$ cat src/rtl/sd_cmd_tx.sv
// -----------------------------------------------------------------------------
// sd_cmd_tx
//
// Serialises one SD-card SPI-mode command frame. A request produces PRE_BITS
// idle ones with CS low, the 48-bit frame {0, 1, cmd, arg, CRC7, 1} sent MSB
// first, and POST_BITS idle ones with CS low. The card can answer during the
// POST window. One bit is sent per rising clk edge.
//
// Build option:
//   SD_CMD_CRC_EN  defined   : CRC7 (x^7 + x^3 + 1, init 0) over the first 40
//                              frame bits, computed serially as they go out.
//                  undefined : CRC7 is a constant chosen from the latched cmd
//                              (0x4A for CMD0, 0x43 for CMD8, 0x7F otherwise).
//
// Ports:
//   clk    in   single clock, one serial bit per rising edge
//   reset  in   asynchronous, active-low reset
//   start  in   request one frame (taken only in IDLE)
//   cmd    in   [5:0]  command index, latched on the accepting edge
//   arg    in   [31:0] command argument, latched on the accepting edge
//   DI     out  serial data to the card (card MOSI), idles high
//   CS     out  card chip select, active-low
//   busy   out  high for PRE_BITS + 48 + POST_BITS cycles per frame
//   done   out  one-cycle pulse in the first IDLE cycle after a frame
// -----------------------------------------------------------------------------
module sd_cmd_tx #(
    parameter int PRE_BITS  = 8,
    parameter int POST_BITS = 8
) (
    input  logic        clk,
    input  logic        reset,
    input  logic        start,
    input  logic [5:0]  cmd,
    input  logic [31:0] arg,
    output logic        DI,
    output logic        CS,
    output logic        busy,
    output logic        done
);

    localparam int MAX_BITS_A = (PRE_BITS > POST_BITS) ? PRE_BITS : POST_BITS;
    localparam int MAX_BITS   = (MAX_BITS_A > 48) ? MAX_BITS_A : 48;
    localparam int CNT_W      = $clog2(MAX_BITS);

    localparam logic [CNT_W-1:0] PRE_LAST   = CNT_W'((PRE_BITS  > 0) ? PRE_BITS  - 1 : 0);
    localparam logic [CNT_W-1:0] POST_LAST  = CNT_W'((POST_BITS > 0) ? POST_BITS - 1 : 0);
    localparam logic [CNT_W-1:0] CRC_POS    = CNT_W'(40);
    localparam logic [CNT_W-1:0] END_POS    = CNT_W'(47);
    localparam logic [CNT_W-1:0] FRAME_LAST = CNT_W'(47);

    localparam logic [1:0] S_IDLE  = 2'd0;
    localparam logic [1:0] S_PRE   = 2'd1;
    localparam logic [1:0] S_FRAME = 2'd2;
    localparam logic [1:0] S_POST  = 2'd3;

    logic [1:0]       state_q, state_d;
    logic [CNT_W-1:0] cnt_q,   cnt_d;
    logic [39:0]      shift_q, shift_d;
    logic [6:0]       crc_q,   crc_d;
    logic             done_q,  done_d;

    // Initial CRC register contents at acceptance. With the serial CRC this is
    // the cleared state; otherwise it is already the final CRC to shift out.
    function automatic logic [6:0] crc_init(input logic [5:0] c);
`ifdef SD_CMD_CRC_EN
        crc_init = 7'h00;
`else
        case (c)
            6'd0:    crc_init = 7'h4A;
            6'd8:    crc_init = 7'h43;
            default: crc_init = 7'h7F;
        endcase
`endif
    endfunction

`ifdef SD_CMD_CRC_EN
    function automatic logic [6:0] crc_next(input logic [6:0] c, input logic b);
        logic fb;
        fb       = b ^ c[6];
        crc_next = {c[5:0], 1'b0} ^ (fb ? 7'h09 : 7'h00);
    endfunction
`endif

    always_comb begin
        state_d = state_q;
        cnt_d   = cnt_q;
        shift_d = shift_q;
        crc_d   = crc_q;
        done_d  = 1'b0;

        case (state_q)
            S_IDLE: begin
                if (start) begin
                    shift_d = {2'b01, cmd, arg};
                    crc_d   = crc_init(cmd);
                    cnt_d   = '0;
                    state_d = (PRE_BITS > 0) ? S_PRE : S_FRAME;
                end
            end

            S_PRE: begin
                if (cnt_q == PRE_LAST) begin
                    cnt_d   = '0;
                    state_d = S_FRAME;
                end else begin
                    cnt_d = cnt_q + CNT_W'(1);
                end
            end

            S_FRAME: begin
                // Bits 0..39 come from the shift register (and feed the CRC);
                // bits 40..46 are shifted out of the CRC register itself.
                if (cnt_q < CRC_POS) begin
                    shift_d = {shift_q[38:0], 1'b0};
`ifdef SD_CMD_CRC_EN
                    crc_d   = crc_next(crc_q, shift_q[39]);
`endif
                end else if (cnt_q < END_POS) begin
                    crc_d = {crc_q[5:0], 1'b0};
                end

                if (cnt_q == FRAME_LAST) begin
                    cnt_d = '0;
                    if (POST_BITS > 0) begin
                        state_d = S_POST;
                    end else begin
                        state_d = S_IDLE;
                        done_d  = 1'b1;
                    end
                end else begin
                    cnt_d = cnt_q + CNT_W'(1);
                end
            end

            S_POST: begin
                if (cnt_q == POST_LAST) begin
                    cnt_d   = '0;
                    state_d = S_IDLE;
                    done_d  = 1'b1;
                end else begin
                    cnt_d = cnt_q + CNT_W'(1);
                end
            end

            default: begin
                state_d = S_IDLE;
                cnt_d   = '0;
            end
        endcase
    end

    always_ff @(posedge clk or negedge reset) begin
        if (!reset) begin
            state_q <= S_IDLE;
            cnt_q   <= '0;
            shift_q <= '0;
            crc_q   <= '0;
            done_q  <= 1'b0;
        end else begin
            state_q <= state_d;
            cnt_q   <= cnt_d;
            shift_q <= shift_d;
            crc_q   <= crc_d;
            done_q  <= done_d;
        end
    end

    // Outputs are decoded from state so an asserted reset takes effect at once.
    always_comb begin
        DI   = 1'b1;
        CS   = 1'b1;
        busy = 1'b0;
        case (state_q)
            S_PRE, S_POST: begin
                CS   = 1'b0;
                busy = 1'b1;
            end
            S_FRAME: begin
                CS   = 1'b0;
                busy = 1'b1;
                if (cnt_q < CRC_POS) begin
                    DI = shift_q[39];
                end else if (cnt_q < END_POS) begin
                    DI = crc_q[6];
                end
            end
            default: ;
        endcase
    end

    assign done = done_q;

endmodule

$ cat config.mk
export PLATFORM = sky130hd
export DESIGN_NAME = sd_cmd_tx
export DESIGN_NICKNAME = d
export VERILOG_FILES = /design/src/rtl/sd_cmd_tx.sv
export SDC_FILE = /design/constraint.sdc
export NUM_CORES = 1
export LEC_CHECK = 0
export CELL_PAD_IN_SITES_DETAIL_PLACEMENT = 0
export CELL_PAD_IN_SITES_GLOBAL_PLACEMENT = 1
export CORE_MARGIN = 3
export CORE_UTILIZATION = 29
export DETAILED_ROUTE_END_ITERATION = 8
export PLACE_DENSITY_LB_ADDON = 0.1
export SLEW_MARGIN = 20
export SYNTH_ARGS = -nofsm -noshare
export SYNTH_HDL_FRONTEND = slang
export SYNTH_SLANG_ARGS = --single-unit
$ cat constraint.sdc
create_clock -name clk -period 3.26 [get_ports clk]
set_input_delay 0.489 -clock clk [delete_from_list [all_inputs] [get_ports clk]]
set_output_delay 0.489 -clock clk [all_outputs]
set_load 0.02 [all_outputs]
==> impl_metrics.toml, run 1 <==
[yosys]
synth.largest_area_cell = "dfrtp_1"
yosysMostFrequentCell = "dfrtp_1"
seq_area_frac_synth = 0.492
yosysUniqueCellTypes = 40
yosys_warnings = 0
synth.avg_cell_area_um2 = 10.3
synth_area_leaders = "dfrtp_1 (49%), mux2i_1 (13%), nand2_1 (7.0%), o21ai_1 (3.9%), buf_6 (3.6%)"
synth-seq-cells = 56
async_reset_ff_frac = 1.00
synthFlopType = "dfrtp_1"
syn-num-nets = 323
syn_inst = 276
synth-edff-count = 0
synth_top_area_frac = 0.492
synth_area_um2 = 2850
yosys-top-cells-count = "dfrtp_1 (56), nand2_1 (53), mux2i_1 (37)"

[job]
drv_cap = 0

[pwr]
power_frac_clock = 0.154
vdd_drop_max_mv = 0.298
p_per_area_nw_per_um2 = 874
seqPwrFrac = 0.388
p_sw_frac = 0.397
leakage_nw = 1.48
p_int_w = 0.00182
switchingPower_w = 0.00120
p_total_w = 0.00301
pwr-share-comb = 0.458

[routing]
drt_pre_antenna_iters = 4
drt-met1-wl_mm = 2.99
via_per_inst = 4.52
wl_met2_mm = 2.55
drc_errors = 0
wl_mm = 5.81
drtAntennaViolNets = 0
drt_iter0_markers = 58
vias = 1996
top_layer = "met4"
wire_per_inst_um = 13.1
dr_wl_met3_um = 214

[worst_setup_path]
setup.worst_path.class = "register to output pin"
crit_slowest_cell = "clkdlybuf4s50_1"
crit_path_end_kind = "output pin"
startpoint_type = "register"
r2r_slack_ps = 790
timing.rr.end = "shift_q[22]"
path_max_fanout = 5
slowest_delay_ps = 540
r2r_start = "state_q[1]"
path_cells = "ha_1 -> nand2_1 -> nand4_1 -> o22ai_1 -> nand2_1 -> clkdlybuf4s50_1"
r2r_cells = 7
worstPathArrival_ps = 2140
worstPathRequired_ps = 2770
crit_top_cell = "nand2_1"

[grt]
overflow = 0
grt_max_degree = 44
grt_use_total = 0.113
grt_pass1_vias = 2052
grt_pass1_wl_mm = 10.2
antenna_found_initial = 0

[clocking]
cts_made_buffers = 5
clock_sinks = 56
cts_setup_buffers = 0
cts.htree.levels = 2
clock_latency_ps = 310
cts_tree = "yes"
cts_resized = 0
postCtsHoldBufs = 0
cts-root-buf = "clkbuf_8"
clockBufferDepth = 2
clk_pin_slew_ps = 110

[floorplan]
die_x_um = 105
fp.dieH_um = 105
ioPinCount = 45
rows = 35
initial_core_util = 0.303
core_area_um2 = 9420
die_area_um2 = 11100

[sta]
fin_crit_sh = 0.806
skew_ps = 7.75
hold_viol = 0
drv_slew = 0
min_period_ps = 2630
worst_slew_pin_slew_ps = 792
setup_violations = 0
rsz0062_at_grt = "false"
max_freq_mhz = 381
relSlewSlack = 0.472
setup_tns_ps = 0

[place]
gp_congestion = 0.725
io_buffers = 44
dp_hpwl_mm = 4.03

[final_layout]
fillers = 975
area_growth_pct = 20.9
layout-drive-gt1-share = 0.0895
multi_input_area_um2 = 1270
regArea_um2 = 1400
antenna_cells = 0
nets = 359

[outcome]
status = "complete, no violations"

[worst_hold_path]
hold_path_class = "input pin to asynchronous set/reset pin"
[power by group through the flow]
stage                     registers (W)  clock network (W)  logic, W
after floorplan                 0.00112                  0   0.00126
after global placement          0.00118                  0   0.00140
after global routing            0.00121           0.000516   0.00159
after CTS                       0.00117           0.000486   0.00141
after detailed placement        0.00118                  0   0.00142
final                           0.00117           0.000465   0.00138
[flip-flops by register name, summed over array words and instances (netlist names)]
name and flops:
state_q 2, crc_q 7, done 1, shift_q 40, cnt_q 6
[area by class of cell]
class,count,area share
multi-input combinational,191,0.367
sequential,56,0.407
tap,129,0.0468
clock buffer,5,0.0200
inverter,9,0.00980
timing repair buffer,49,0.137
clock inverter,3,0.0123
[kinds of logic (layout without fill, tap and decap cells)]
group	Yosys count	in the layout	share of synthesized area
DFF	56	56	0.492
AOI/OAI and AO/OA	63	63	0.130
and+or+nand+nor	77	77	0.120
buffers and inverters	29	66	0.0654
adders and majority gates	6	6	0.0263
muxes	44	44	0.163
xor gates and xnor gates	1	1	0.00307
[layout by cell type (no fill, tap or decap), types with 2 or more instances in the layout]
cell type,Yosys,final
dfrtp_1,56,56
nand2_1,53,53
clkdlybuf4s50_1,0,43
mux2i_1,37,37
o21ai_1,22,22
o21ai_0,18,18
inv_1,9,9
nor2_1,6,6
a21oi_1,5,5
ha_1,6,5
clkbuf_8,0,5
buf_4,0,5
o22ai_1,4,4
mux2_4,4,4
nor4_1,3,3
nand3_1,3,3
nor3_1,3,3
mux2_2,3,3
o21a_1,2,2
a31oi_1,2,2
[per-layer routing]
layer | up-vias | GRT usage
met5 | - | 0
li1 | 1025 | -
met2 | 34 | 0.176
met3 | 4 | 0.0266
met1 | 933 | 0.159
met4 | 0 | 0.0309
[worst max path at each step]
stage / slack [ps] / from / depth (start not counted) / endpoint
6_report: 630 / cnt_q[0] / 6 / DI
5_1_grt: 480 / cnt_q[0] / 6 / DI
4_1_cts: 610 / cnt_q[0] / 6 / DI
3_5_place_dp: 690 / start / 6 / shift_q[17]
3_3_place_gp: 730 / start / 6 / shift_q[24]
2_1_floorplan: 1360 / state_q[0] / 5 / DI
[through the flow]
step,std cells,setup WS (ps),utilization,area (um^2),hold slack [ps]
after floorplan,276,1360,-,2850,193
after global placement,434,726,0.354,3340,463
after detailed placement,434,695,0.354,3340,470
after CTS,442,610,0.366,3450,291
after global routing,442,477,0.366,3450,327
final,442,632,0.366,3450,245
[critical path, delay by kind of cell (launching register included)]
family	cells	cell delay (ps)
simple gates	3	380
fa+ha+maj	1	300
buf+inv	1	540
flops	1	440
compound gates	1	190
Power figures use the tool's default switching activity.
==> run 2, diff against run 1 <==
==> constraint.sdc (replaced) <==
create_clock -name clk -period 2.4 [get_ports clk]
set_input_delay 0.36 -clock clk [delete_from_list [all_inputs] [get_ports clk]]
set_output_delay 0.36 -clock clk [all_outputs]
set_load 0.02 [all_outputs]
==> impl_metrics.toml, run 2 (same netlist as run 1, synthesis figures left out) <==
[outcome]
status = "complete, no violations"

[grt]
overflow = 0
antenna_found_initial = 0
grt_max_degree = 81
grt_use_total = 0.111
grt_pass1_vias = 2011
grt_pass1_wl_mm = 9.92

[routing]
wl_mm = 5.77
drt_iter0_markers = 53
drtAntennaViolNets = 0
drt_pre_antenna_iters = 4
wire_per_inst_um = 13.0
vias = 2022
via_per_inst = 4.54
drc_errors = 0

[final_layout]
largest_reg_flops = 40
layout-drive-gt1-share = 0.0949
top_register = "shift_q"
nets = 362
top_regs = "shift_q: 40 flops, crc_q: 7 flops, cnt_q: 6 flops"
final_common_cell = "dfrtp_1"
fin_area_um2 = 3480
area_growth_pct = 22.0
antenna_cells = 0
final_core_util = 0.369
final_cell_mix = "dfrtp_1 (56), nand2_1 (53), clkdlybuf4s50_1 (42)"

[clocking]
cts_setup_buffers = 0
cts_tree = "yes"
cts_made_buffers = 5
clock_latency_ps = 310
clk_pin_slew_ps = 100
cts-root-buf = "clkbuf_8"
clock_sinks = 56
cts.htree.levels = 2
clockBufferDepth = 2

[sta]
setup_violations = 0
fin_crit_sh = 0.925
min_period_ps = 2220
relSlewSlack = 0.560
setup_tns_ps = 0
drv_slew = 0
worst_slew_pin_slew_ps = 660
hold_viol = 0
skew_ps = 8.79
rsz0062_at_grt = "false"
max_freq_mhz = 450

[floorplan]
rows = 35
core_area_um2 = 9420
die_area_um2 = 11100
initial_core_util = 0.303
die_x_um = 105
ioPinCount = 45
fp.dieH_um = 105

[worst_setup_path]
startpoint_type = "register"
slowest_delay_ps = 440
crit_slowest_cell = "dfrtp_1"
path_cells = "ha_1 -> nand2_1 -> nand4_1 -> o22ai_1 -> nand2_1 -> dlygate4sd2_1"
path_max_fanout = 5
worstPathArrival_ps = 1860
r2r_start = "state_q[0]"
cp-startpoint = "cnt_q[0]"
worstPathRequired_ps = 2040
crit_top_cell = "nand2_1"
crit_path_end_kind = "output pin"
setup.worst_path.class = "register to output pin"

[place]
gp_congestion = 0.726
placed_cell_area_um2 = 3370
dp_hpwl_mm = 3.99
io_buffers = 44

[worst_hold_path]
hold_path_class = "input pin to asynchronous set/reset pin"

[job]
drv_cap = 0

[pwr]
vdd_drop_max_mv = 0.705
leakage_nw = 1.50
p_per_area_nw_per_um2 = 1200
[run 2: cell types whose count changed in the layout (fill, tap and decap cells not counted), sizes merged]
cell | before | now
dlygate4sd2 | 0 | 1
clkinvlp | 1 | 0
clkdlybuf4s50 | 43 | 42
buf | 6 | 9
clkbuf | 5 | 6
[run 2: layer usage]
metal	vias up	wire length (um)	GRT usage
met5	-	0	0
met2	42	2620	0.175
li1	1028	-	-
met1	944	2780	0.148
met3	8	295	0.0309
met4	0	71	0.0337
[run 2: power by group]
| group | switching [W] | internal (W) |
|---|---|---|
| Combinational | 0.00110 | 0.000858 |
| Sequential | 0.000214 | 0.00135 |
| Clock | 0.000319 | 0.000311 |
| Total | 0.00164 | 0.00252 |
[run 2: critical path, delay by kind of cell, from the launching register on]
kind	cells	cell delay, ps
AND/OR/NAND/NOR	3	340
adder cells (fa/ha/maj)	1	280
flip-flops	1	440
AO/OA/AOI/OAI	1	180
buffers and inverters	1	320
[run 2: worst paths after layout]
path,to,slack [ps],cells past startpoint
setup / recovery,DI,180,6
hold / removal,shift_q[24],4,1
setup reg to reg,crc_q[2],380,5
hold reg to reg,shift_q[15],490,2
max in group asynchronous,shift_q[16],1740,2
min in group clk,shift_q[15],490,2
[run 2: timing repair]
item	4_1_cts	5_1_grt
gates resized for setup	1	0
endpoints found under the setup margin	1	0
endpoints found under the hold margin	0	0
hold buffers	0	0
[run 2: area by class of cell]
type / count / area, um^2
clock inverter: 2 / 35.0
tap: 129 / 161
multi-input combinational: 191 / 1270
clock buffer: 6 / 72.6
fill: 993 / 5940
sequential: 56 / 1400
inverter: 9 / 33.8
timing repair buffer: 52 / 507
[run 2: stage by stage]
step                worst slack, ps  hold WS, ps  power [W]  std cells
global route                   79.6         42.2    0.00455        445
finish                          179         3.56    0.00416        445
detailed placement              301          382    0.00361        437
floorplan                       585         64.4    0.00324        276
global placement                332          377    0.00360        437
CTS                             161         26.5    0.00425        445
==> run 3, diff against run 2 <==
--- a/config.mk
+++ b/config.mk
@@ -5,6 +5,7 @@
 export SDC_FILE = /design/constraint.sdc
 export NUM_CORES = 1
 export LEC_CHECK = 0
+export ABC_AREA = 0
 export CELL_PAD_IN_SITES_DETAIL_PLACEMENT = 0
 export CELL_PAD_IN_SITES_GLOBAL_PLACEMENT = 1
 export CORE_MARGIN = 3
==> results of run 3 <==
The final DEF is identical to that of run 2; final timing and power are the same.
